<file path="src/rtl/ha_array_final_adder_if.sv">
// rtl/ha_array_final_adder_if.sv - row input and product output handshake bundle for ha_array_final_adder
interface ha_array_final_adder_if #(
    parameter int OUT_W = 16,
    parameter int CNT_W = 16
);
    logic             in_valid;
    logic             in_ready;
    logic [8:0]       ha_array_0_t;
    logic [6:0]       ha_array_0_b;
    logic [8:0]       ha_array_1_t;
    logic [6:0]       ha_array_1_b;
    logic [8:0]       ha_array_2_t;
    logic [6:0]       ha_array_2_b;
    logic [8:0]       ha_array_3_t;
    logic [6:0]       ha_array_3_b;
    logic             out_valid;
    logic             out_ready;
    logic [OUT_W-1:0] product;
    logic             sat;
    logic [CNT_W-1:0] sat_count;

    modport master (
        output in_valid,
        output ha_array_0_t, output ha_array_0_b,
        output ha_array_1_t, output ha_array_1_b,
        output ha_array_2_t, output ha_array_2_b,
        output ha_array_3_t, output ha_array_3_b,
        output out_ready,
        input  in_ready,
        input  out_valid,
        input  product,
        input  sat,
        input  sat_count
    );

    modport slave (
        input  in_valid,
        input  ha_array_0_t, input ha_array_0_b,
        input  ha_array_1_t, input ha_array_1_b,
        input  ha_array_2_t, input ha_array_2_b,
        input  ha_array_3_t, input ha_array_3_b,
        input  out_ready,
        output in_ready,
        output out_valid,
        output product,
        output sat,
        output sat_count
    );
endinterface

</file>
<file path="src/rtl/ha_array_final_adder.sv">
// rtl/ha_array_final_adder.sv - three-stage reduction of four ha_array rows into the 16-bit product
module ha_array_final_adder #(
    parameter int OUT_W    = 16,
    parameter bit SATURATE = 1'b1,
    parameter int CNT_W    = 16
) (
    input  logic                    clk,
    input  logic                    rst_n,
    ha_array_final_adder_if.slave   bus
);

    // Row views: index j is row j; b bits sit two places above the t bits.
    logic [3:0][8:0] t_in;
    logic [3:0][6:0] b_in;

    assign t_in = {bus.ha_array_3_t, bus.ha_array_2_t, bus.ha_array_1_t, bus.ha_array_0_t};
    assign b_in = {bus.ha_array_3_b, bus.ha_array_2_b, bus.ha_array_1_b, bus.ha_array_0_b};

    // Pipeline state: valid bits are reset, stage 1-2 data is not.
    logic            v1_q, v2_q, v3_q;
    logic            v1_d, v2_d, v3_d;
    logic [3:0][9:0] r_d, r_q;
    logic [12:0]     s01_d, s23_d, s01_q, s23_q;
    logic [OUT_W:0]  p_d;
    logic [OUT_W-1:0] product_d, product_q;
    logic            sat_d, sat_q;
    logic [CNT_W-1:0] sat_count_d, sat_count_q;

    logic ld1, ld2, ld3, out_fire;

    // A stage loads when it is empty or its successor takes its beat this cycle.
    assign out_fire = v3_q && bus.out_ready;
    assign ld3      = v2_q && (!v3_q || bus.out_ready);
    assign ld2      = v1_q && (!v2_q || ld3);
    assign ld1      = bus.in_valid && bus.in_ready;

    assign bus.in_ready  = !v1_q || ld2;
    assign bus.out_valid = v3_q;
    assign bus.product   = product_q;
    assign bus.sat       = sat_q;
    assign bus.sat_count = sat_count_q;

    // Stage 1 row fold: R_j = t_j + 4*b_j, at most 1019.
    always_comb begin
        r_d = '0;
        for (int j = 0; j < 4; j++) begin
            r_d[j] = {1'b0, t_in[j]} + {1'b0, b_in[j], 2'b00};
        end
    end

    // Stage 2/3 pair sums, then final weighted sum with optional clamp.
    always_comb begin
        s01_d     = {3'b000, r_q[0]} + {1'b0, r_q[1], 2'b00};
        s23_d     = {3'b000, r_q[2]} + {1'b0, r_q[3], 2'b00};
        p_d       = {4'b0000, s01_q} + {s23_q, 4'b0000};
        sat_d     = p_d[OUT_W];
        product_d = (SATURATE && sat_d) ? {OUT_W{1'b1}} : p_d[OUT_W-1:0];
    end

    // Next-state for valid bits and the non-wrapping saturation counter.
    always_comb begin
        v1_d        = ld1 ? 1'b1 : (ld2 ? 1'b0 : v1_q);
        v2_d        = ld2 ? 1'b1 : (ld3 ? 1'b0 : v2_q);
        v3_d        = ld3 ? 1'b1 : (bus.out_ready ? 1'b0 : v3_q);
        sat_count_d = sat_count_q;
        if (out_fire && sat_q && !(&sat_count_q)) begin
            sat_count_d = sat_count_q + CNT_W'(1);
        end
    end

    // Control and output registers; reset drops any in-flight beats at once.
    always_ff @(posedge clk or negedge rst_n) begin
        if (!rst_n) begin
            v1_q        <= 1'b0;
            v2_q        <= 1'b0;
            v3_q        <= 1'b0;
            product_q   <= '0;
            sat_q       <= 1'b0;
            sat_count_q <= '0;
        end else begin
            v1_q        <= v1_d;
            v2_q        <= v2_d;
            v3_q        <= v3_d;
            sat_count_q <= sat_count_d;
            if (ld3) begin
                product_q <= product_d;
                sat_q     <= sat_d;
            end
        end
    end

    // Stage 1-2 data only captures on a load, so idle-cycle row garbage never enters.
    always_ff @(posedge clk) begin
        if (ld1) begin
            r_q <= r_d;
        end
        if (ld2) begin
            s01_q <= s01_d;
            s23_q <= s23_d;
        end
    end

endmodule

</file>
<file path="src/flat_wrapper.sv">
// flat-port wrapper written by rule: the top's interface ports become plain ports
module ha_array_final_adder_flat 
#(
    parameter int OUT_W    = 16,
    parameter bit SATURATE = 1'b1,
    parameter int CNT_W    = 16
)
  (clk, rst_n, bus_in_valid, bus_ha_array_0_t, bus_ha_array_0_b, bus_ha_array_1_t, bus_ha_array_1_b, bus_ha_array_2_t, bus_ha_array_2_b, bus_ha_array_3_t, bus_ha_array_3_b, bus_out_ready, bus_in_ready, bus_out_valid, bus_product, bus_sat, bus_sat_count);
  ha_array_final_adder_if #(.OUT_W(OUT_W), .CNT_W(CNT_W)) bus_i ();
  input  logic clk;
  input  logic rst_n;
  input wire logic [$bits(bus_i.in_valid)-1:0] bus_in_valid;
  input wire logic [$bits(bus_i.ha_array_0_t)-1:0] bus_ha_array_0_t;
  input wire logic [$bits(bus_i.ha_array_0_b)-1:0] bus_ha_array_0_b;
  input wire logic [$bits(bus_i.ha_array_1_t)-1:0] bus_ha_array_1_t;
  input wire logic [$bits(bus_i.ha_array_1_b)-1:0] bus_ha_array_1_b;
  input wire logic [$bits(bus_i.ha_array_2_t)-1:0] bus_ha_array_2_t;
  input wire logic [$bits(bus_i.ha_array_2_b)-1:0] bus_ha_array_2_b;
  input wire logic [$bits(bus_i.ha_array_3_t)-1:0] bus_ha_array_3_t;
  input wire logic [$bits(bus_i.ha_array_3_b)-1:0] bus_ha_array_3_b;
  input wire logic [$bits(bus_i.out_ready)-1:0] bus_out_ready;
  output wire logic [$bits(bus_i.in_ready)-1:0] bus_in_ready;
  output wire logic [$bits(bus_i.out_valid)-1:0] bus_out_valid;
  output wire logic [$bits(bus_i.product)-1:0] bus_product;
  output wire logic [$bits(bus_i.sat)-1:0] bus_sat;
  output wire logic [$bits(bus_i.sat_count)-1:0] bus_sat_count;
  assign bus_i.in_valid = bus_in_valid;
  assign bus_i.ha_array_0_t = bus_ha_array_0_t;
  assign bus_i.ha_array_0_b = bus_ha_array_0_b;
  assign bus_i.ha_array_1_t = bus_ha_array_1_t;
  assign bus_i.ha_array_1_b = bus_ha_array_1_b;
  assign bus_i.ha_array_2_t = bus_ha_array_2_t;
  assign bus_i.ha_array_2_b = bus_ha_array_2_b;
  assign bus_i.ha_array_3_t = bus_ha_array_3_t;
  assign bus_i.ha_array_3_b = bus_ha_array_3_b;
  assign bus_i.out_ready = bus_out_ready;
  assign bus_in_ready = bus_i.in_ready;
  assign bus_out_valid = bus_i.out_valid;
  assign bus_product = bus_i.product;
  assign bus_sat = bus_i.sat;
  assign bus_sat_count = bus_i.sat_count;
  ha_array_final_adder #(.OUT_W(OUT_W), .SATURATE(SATURATE), .CNT_W(CNT_W)) u_core (.clk(clk), .rst_n(rst_n), .bus(bus_i));
endmodule
</file>
<file path="config.mk">
export PLATFORM = sky130hd
export DESIGN_NAME = ha_array_final_adder_flat
export DESIGN_NICKNAME = d
export VERILOG_FILES = /design/src/rtl/ha_array_final_adder_if.sv /design/src/rtl/ha_array_final_adder.sv /design/src/flat_wrapper.sv
export SDC_FILE = /design/constraint.sdc
export NUM_CORES = 1
export LEC_CHECK = 0
export CORE_AREA = 2 2 121 123
export DETAILED_ROUTE_END_ITERATION = 16
export DIE_AREA = 0 0 123 125
export GPL_TIMING_DRIVEN = 1
export PLACE_DENSITY = 0.63
export SETUP_SLACK_MARGIN = 0.5
export SLEW_MARGIN = 20
export SYNTH_ARGS = -nofsm -noshare
export SYNTH_HDL_FRONTEND = slang
export SYNTH_SLANG_ARGS = --single-unit
</file>
<file path="constraint.sdc">
create_clock -name clk -period 3.4 [get_ports clk]
set_input_delay 0.68 -clock clk [delete_from_list [all_inputs] [get_ports clk]]
set_output_delay 0.68 -clock clk [all_outputs]
set_load 0.03 [all_outputs]
</file>
# Yosys cells after proc, flatten, opt, wreduce, memory -nomap -nowiden
# Index checks and enable logic that the tools add are counted.
# word_totals
word_cells	44
output_inout_bits	35
inputBits	68
register_bits	102
# classes
add_sub_neg	8
reduce_logical	17
muxes	7
# ops
op	count
$add A9 B9 Y10	4
$add A10 B12 Y13	2
$add A13 B17 Y17	1
$add A16 B1 Y16 const B	1
$mux W16	1
$reduce_and A16 Y1	1
$logic_and A1 B1 Y1	6
$mux W1	6
$reduce_bool A2 Y1	3
$logic_not A1 Y1	4
$logic_or A1 B1 Y1	3

# Longest topological paths before layout
# Gate-level depths: netlist of run 1.
# depth
ltp_word	8
mapped_depth	9
ltp_nobuf	9

# Worst setup path before layout of run 1
# OpenSTA, ideal clock, no wires.
# synth_path
kind	input to register
startpoint	in bus_out_ready
endpoint	reg u_core.r_q[0] (netlist name), enable pin
stages	3
arrival_time_ns	2.043
slack_ns	0.956
setup_ns	0.401
t_required_ns	2.999
path_buffers	0
path_cell_list	nor2b_1 nand3_1 and2_1
# synth_between
elab_chain_len	6
# synth_lines
element	line_no	source
start: declaration	flat_wrapper.sv:21	input wire logic [$bits(bus_i.out_ready)-1:0] bus_out_ready;
$logic_or A1 B1 Y1	ha_array_final_adder.sv:33	assign ld3 = v2_q && (!v3_q || bus.out_ready);
$logic_and A1 B1 Y1	ha_array_final_adder.sv:33	
$logic_or A1 B1 Y1	ha_array_final_adder.sv:34	assign ld2 = v1_q && (!v2_q || ld3);
$logic_and A1 B1 Y1	ha_array_final_adder.sv:34	
$logic_or A1 B1 Y1	ha_array_final_adder.sv:37	assign bus.in_ready = !v1_q || ld2;
via bus_in_ready	flat_wrapper.sv:22	output wire logic [$bits(bus_i.in_ready)-1:0] bus_in_ready;
$logic_and A1 B1 Y1	ha_array_final_adder.sv:35	assign ld1 = bus.in_valid && bus.in_ready;
via u_core.ld1	ha_array_final_adder.sv:29	logic ld1, ld2, ld3, out_fire;
end signal: assignment	ha_array_final_adder.sv:95	r_q <= r_d;
end: declaration	ha_array_final_adder.sv:22	logic [3:0][9:0] r_d, r_q;
# The timed path passes the listed nets, and every way through them passes these cells.
# A chain may end at the register's enable or synchronous reset.

==> impl_results.md, run 1 <==
- Syn. warnings: 0
- Worst-case reg-to-reg path depth: 8
- PD cells: about 600 nW/um^2
- Routed wire length per instance: 12.7 um
- Clock Tree Root: sky130_fd_sc_hd__clkbuf_16
- Largest fanout on the critical path: 2
- Async SR Flop Fraction: 0.353
- Placed instance area: 6740 um^2
- Final-report setup violation count: 0
- CTS tree: yes
- Drt via density: approximately 4.9
- Syn Std Cell Area: 5510 um^2
- Post-route clock period utilization: 0.726
- First-pass GRT wire length: ~16,000 um
- Dominant synthesized flop cell: sky130_fd_sc_hd__edfxtp_1
- Core region area: 14,200 um^2
- Transition at the pin with the smallest max-transition slack: 0.801 ns
- Commonest cells after routing, fill and taps aside: 100 x sky130_fd_sc_hd__clkdlybuf4s50_1, 66 x sky130_fd_sc_hd__edfxtp_1, 54 x sky130_fd_sc_hd__ha_1
- Remaining global-route overflow: 0
- Die width: between 100 and 150 um
- Hold Path Stages: 0
- RSZ-0062 raised after global routing: false
- Post-synth cell types: between 40 and 50
- Overall routed net length: between 9000 and 10,000 um
- Worst reg-to-reg setup slack: approximately 1 ns
- Vertical extent of the die: between 100 and 150 um
- Slowest stage delay, CP: 0.47 ns
- Number of design-rule violations left by the first detailed-router iteration: between 150 and 200
- Type of the most critical hold path: flip-flop to flip-flop
- Highest Clock Rate: approximately 410 MHz
- Overall power: between 4 and 5 mW
- Final antenna diode count: 0
- Startpoint types: input pin
- Mean cell area of the mapped netlist: between 10 and 15 um^2
- Number of gates resized after cts: 0
- Final number of hold-violating endpoints: 0
- Crit path max-delay cell type: sky130_fd_sc_hd__clkdlybuf4s50_1
- Most common library cell in the layout ignoring fill and taps: sky130_fd_sc_hd__clkdlybuf4s50_1
- Post-route DRC violation count: 0
- Count of boundary I/O pins: just over 100
- Number of synthesized register bits: around 100
- Row cnt: between 40 and 50
- Post-Synthesis Net Count: a little under 600
- Reg-to-reg critical path endpoint: u_core.bus.product[1]
- Non-Filler Cell Area, Final: approximately 7000 um^2
- Via Count: roughly 3.7k
- Seq/Total Area, Yosys: 0.523
- Setup total negative slack: 0 ns
- Antenna Violating Nets Remaining: 0
- Post-CTS Setup Repair Bufs: 0
- TritonCTS Buffers: 9
- Maximum clock path buffer count: 2
- Number of buffers inserted by hold repair at cts: 0
- Worst EP arrival: 2.55 ns
- Proportion of layout cells with a drive suffix above 1: 0.0426
- Port Buffer Count: between 100 and 150
- Worst-case headroom to the max-slew limit: 0.466
- Critical path capture point type: flip-flop
- GRT Overall Usage: 0.131
- Count of H-tree levels built during CTS: 3
- Initial antenna violation count: 0
- Worst supply voltage drop on vdd: 0.305 mV
- Clock input transition at the sequential cells of the worst setup and hold paths: approximately 0.06 ns
- Result of the run: finished clean
- Max-slew violation count: 0
- Placed wire-length estimate: approximately 7400 um
- Number of synthesized flops with an enable pin: 66
- Cells along the critical path: clkdlybuf4s50_1 -> ha_1 -> inv_1 -> fa_1 -> nor2b_1 -> o21ai_0 -> a21oi_1 -> o21a_1 -> nor2_1 -> xnor2_1
- Required time at the endpoint of the critical path: between 3 and 4 ns
- Number of nets at the end of the flow: about 690
- Source-to-sink clock delay at the later pin of the worst-skew pair: around 0.33 ns
- Maximum number of pins on one net before global-route repair: 41
- Time the final worst path needs with I/O delays and setup: approximately 2.5 ns
- Area added between synthesis and finish: 26.9%
- Drt pass-1 iters: 4
- Total instance count after detailed placement: around 730
- Worst hold margin: roughly 0.42 ns
- Area of the die: between 15,000 and 20,000 um^2
- Number of cells in the finished layout apart from fillers: about 750
- Starting Density: 0.388
- Critical R2R Launch: u_core.s23_q[0]
- Min-delay src: u_core.r_q[1]
- WHS Endpoint: u_core.s01_q[1]
- Placer congestion estimate: a little over 0.8
- Via count of the first global-routing pass: around 3.7k
- Leak pwr: 2.73 nW
- Worst setup path class: input pin to flip-flop
- Worst-case clock skew: approximately 0.0040 ns
- Post-synthesis instance total: 448
- Number of max-cap violations: 0
- TritonCTS sink count: 102
-- cells in the mapped netlist, drive strengths merged, types with 2 or more instances --
| master | number | area (um^2) |
|---|---|---|
| a21oi | 33 | 169 |
| o211ai | 6 | 45.0 |
| nor2b | 11 | 68.8 |
| and3 | 6 | 37.5 |
| nand2b | 4 | 25.0 |
| o21ai | 16 | 80.1 |
| nor3 | 6 | 30.0 |
| edfxtp | 66 | 1980 |
| nand4 | 4 | 25.0 |
| and2 | 3 | 20.0 |
| nor4 | 2 | 12.5 |
| dfrtp | 36 | 901 |
| or4 | 2 | 18.8 |
| inv | 26 | 97.6 |
| nand3 | 14 | 82.6 |
| nand2 | 20 | 75.1 |
| nor2 | 24 | 90.1 |
| a31oi | 2 | 12.5 |
| ha | 54 | 676 |
| fa | 7 | 140 |
| a21o | 5 | 37.5 |
| o22a | 16 | 140 |
| a21boi | 2 | 15.0 |
| xnor2 | 46 | 403 |
| o21a | 3 | 22.5 |
| buf | 2 | 22.5 |
| o31ai | 3 | 27.5 |
| o21bai | 7 | 52.6 |
| xor2 | 11 | 96.3 |
-- metrics by stage --
step	worst slack [ns]	utilization
2_1_floorplan	0.956	-
3_3_place_gp	0.598	0.475
3_5_place_dp	0.593	0.475
4_1_cts	0.592	0.492
5_1_grt	0.799	0.492
6_report	0.933	0.492
-- routing by layer --
metal	up-vias	track usage	wire (um)	share of wire
met5	-	0	0	0
met2	81	0.229	4620	0.49
met3	8	0.0287	441	0.046
met1	1741	0.160	4320	0.45
li1	1860	-	-	-
met4	0	0.0401	111	0.012
-- final cells by class --
cell class,instances,area [um^2]
clock inverters,3,12.5
well taps,184,230
repair buffers,104,1030
multi-input cells,317,2500
flip-flops and latches,102,2880
clock buffers,12,236
inverters,26,97.6
fillers,1295,7210
-- where the power goes --
part | leakage (nW) | switching (mW) | internal [mW]
Clock | 0.121 | 0.402 | 0.487
Combinational | 1.55 | 0.763 | 0.690
Sequential | 1.06 | 0.135 | 1.60
Total | 2.73 | 1.30 | 2.78
-- cells by family after synthesis --
family                     synth area share
muxes                               0.00204
adders and majority gates             0.148
buffers and inverters                0.0234
DFF                                   0.523
xor gates and xnor gates             0.0906
and+or+nand+nor                      0.0918
AOI/OAI and AO/OA                     0.121
-- state kept, by name, summed over array words and instances, names as in the netlist --
| name | flops |
|---|---|
| u_core.r_q | 40 |
| u_core.bus.product | 16 |
| u_core.bus.sat_count | 16 |
| u_core.s01_q | 13 |
| u_core.s23_q | 13 |
| u_core.bus.out_valid | 1 |
| u_core.bus.sat | 1 |
| u_core.v1_q | 1 |
| u_core.v2_q | 1 |
-- worst max-delay path by stage --
stage | start | endpoint | slack (ns) | cells after the start
after floorplan | bus_out_ready | u_core.r_q[0] | 0.96 | 3
after global placement | bus_out_ready | bus_in_ready | 0.60 | 4
after global routing | bus_ha_array_1_b[0] | u_core.r_q[18] | 0.80 | 10
final | bus_ha_array_1_b[0] | u_core.r_q[18] | 0.93 | 10
after CTS | bus_out_ready | bus_in_ready | 0.59 | 4
after detailed placement | bus_ha_array_1_b[0] | u_core.r_q[18] | 0.59 | 10
-- critical path: cells and delay by family --
kind	cells	cell delay (ns)
fa+ha+maj	2	0.55
buf+inv	2	0.52
xor+xnor	1	0.12
simple gates	2	0.18
compound gates	3	0.50
Power figures use the tool's default switching activity.
==> inputs of run 2 (changes only) <==
Clock period 3.4 ns to 2.59 ns, I/O delays scaled along.
==> impl_results.md, run 2 (synthesis gave the netlist of run 1 again) <==
- CTS tree: yes
- Post-route clock period utilization: 0.856
- Final number of hold-violating endpoints: 0
- Crit path max-delay cell type: sky130_fd_sc_hd__or4_4
- Startpoint types: flip-flop
- Worst EP arrival: about 2.5 ns
- Slowest stage delay, CP: roughly 0.48 ns
- Final-report setup violation count: 0
- Core region area: between 10,000 and 15,000 um^2
- Number of design-rule violations left by the first detailed-router iteration: roughly 160
- Die width: around 120 um
- Critical path capture point type: flip-flop
- Max-slew violation count: 0
- Required time at the endpoint of the critical path: around 2.9 ns
- Placed wire-length estimate: 7480 um
- TritonCTS Buffers: 9
- Total instance count after detailed placement: about 730
- Worst-case clock skew: 0.00638 ns
- Via Count: between 3k and 4k
- Transition at the pin with the smallest max-transition slack: 0.897 ns
- Drt via density: between 4 and 5
- Starting Density: 0.388
- Worst supply voltage drop on vdd: between 0.4 and 0.5 mV
- Proportion of layout cells with a drive suffix above 1: 0.143
- Overall power: between 5 and 6 mW
- Highest Clock Rate: between 400 and 500 MHz
- Placer congestion estimate: between 0.8 and 0.9
- Final antenna diode count: 0
- Remaining global-route overflow: 0
- Number of filler instances in the final layout: ~1.3k
- Worst setup path class: flip-flop to flip-flop
- Worst-case headroom to the max-slew limit: 0.402
- TritonCTS sink count: between 100 and 150
- Routed wire length per instance: ~13 um
- Most common library cell in the layout ignoring fill and taps: sky130_fd_sc_hd__clkdlybuf4s50_1
- Area added between synthesis and finish: 33.7%
- Count of boundary I/O pins: 103
- Vertical extent of the die: about 130 um
- First-pass GRT wire length: approximately 17,000 um
- Commonest cells after routing, fill and taps aside: 90 x sky130_fd_sc_hd__clkdlybuf4s50_1, 66 x sky130_fd_sc_hd__edfxtp_1, 46 x sky130_fd_sc_hd__xnor2_1, 46 x sky130_fd_sc_hd__ha_1, 36 x sky130_fd_sc_hd__dfrtp_1
- Area taken by multi-input logic gates: ~2700 um^2
- Post-route DRC violation count: 0
- Biggest register: u_core.r_q
- Worst hold margin: 0.278 ns
- Maximum number of pins on one net before global-route repair: 41
- Source-to-sink clock delay at the later pin of the worst-skew pair: 0.35 ns
- Sequential cell area: between 2000 and 3000 um^2
- Number of cells in the finished layout apart from fillers: between 700 and 800
- Initial antenna violation count: 0
- Area of the die: ~15,000 um^2
- Cells along the critical path: ha_2 -> fa_2 -> a21oi_2 -> o2111a_2 -> o211a_4 -> or4_4 -> nand3_2 -> o22a_1
- Number of max-cap violations: 0
- Row cnt: 44
- Overall routed net length: between 10,000 and 15,000 um
- Clock input transition at the sequential cells of the worst setup and hold paths: approximately 0.07 ns
- Largest fanout on the critical path: 4
- Port Buffer Count: just over 100
- Leak pwr: slightly below 3 nW
- PD cells: 768 nW/um^2
- GRT Overall Usage: 0.136
- Time the final worst path needs with I/O delays and setup: approximately 2.2 ns
- Setup total negative slack: 0 ns
- Number of flip-flops in the largest register: 40
- Number of nets at the end of the flow: slightly above 700
- Clock Tree Root: sky130_fd_sc_hd__clkbuf_16
- Final core utilization: 0.519
- Result of the run: finished clean
- Drt pass-1 iters: 7
- Via count of the first global-routing pass: roughly 3.8k
- Number of buffers inserted by hold repair at cts: 0
- Maximum clock path buffer count: 2
- Type of the most critical hold path: input pin to async pin
- Antenna Violating Nets Remaining: 0
- Count of H-tree levels built during CTS: 3
- RSZ-0062 raised after global routing: true
[run 2: final timing paths]
check | startpoint | endpoint | slack, ns | cells past startpoint
max in group asynchronous | rst_n | u_core.bus.sat_count[9] | 1.74 | 1
hold reg to reg | u_core.r_q[1] | u_core.s01_q[1] | 0.42 | 0
hold / removal | rst_n | u_core.bus.sat_count[3] | 0.28 | 1
min in group clk | u_core.r_q[1] | u_core.s01_q[1] | 0.42 | 0
setup / recovery | u_core.s01_q[4] | u_core.bus.product[6] | 0.37 | 8
setup reg to reg | u_core.s01_q[4] | u_core.bus.product[6] | 0.37 | 8
[run 2: stage by stage]
| step | cell area (um^2) | worst slack, ns |
|---|---|---|
| 4_1_cts | 7230 | 0.343 |
| 3_5_place_dp | 6780 | 0.0371 |
| 3_3_place_gp | 6780 | 0.0581 |
| 6_report | 7370 | 0.373 |
| 2_1_floorplan | 5550 | 0.446 |
| 5_1_grt | 7370 | 0.287 |
[run 2: repair_timing]
action,4_1_cts,5_1_grt
gates resized for setup,19,38
cloned,2,0
buffers inserted,16,4
setup endpoints to repair,68,79
pin swaps,25,35
[run 2: area by class of cell]
type	instances	area share
clock buffer	15	0.0350
clock inverter	1	0.000679
inverter	26	0.0132
multi-input combinational	319	0.365
sequential	102	0.391
tap	184	0.0312
timing repair buffer	124	0.164
[run 2: critical path, delay by kind of cell (launching register included)]
kind,cells,cell delay [ns]
AOI/OAI and AO/OA,4,0.76
and+or+nand+nor,2,0.63
adders and majority gates,2,0.43
DFF,1,0.34
[run 2: where the power goes]
group / internal [mW] / leakage (nW) / switching (mW)
combinational: 1.06 / 1.73 / 1.08
clock: 0.679 / 0.128 / 0.550
sequential: 2.10 / 1.06 / 0.188
[run 2: routing by layer]
metal / routed length (um) / up-vias / track usage / share of wire
met5: 0 / - / 0 / 0
met2: 4920 / 105 / 0.232 / 0.49
met1: 4390 / 1771 / 0.163 / 0.44
met3: 568 / 18 / 0.0328 / 0.057
li1: - / 1911 / - / -
met4: 171 / 0 / 0.0535 / 0.017
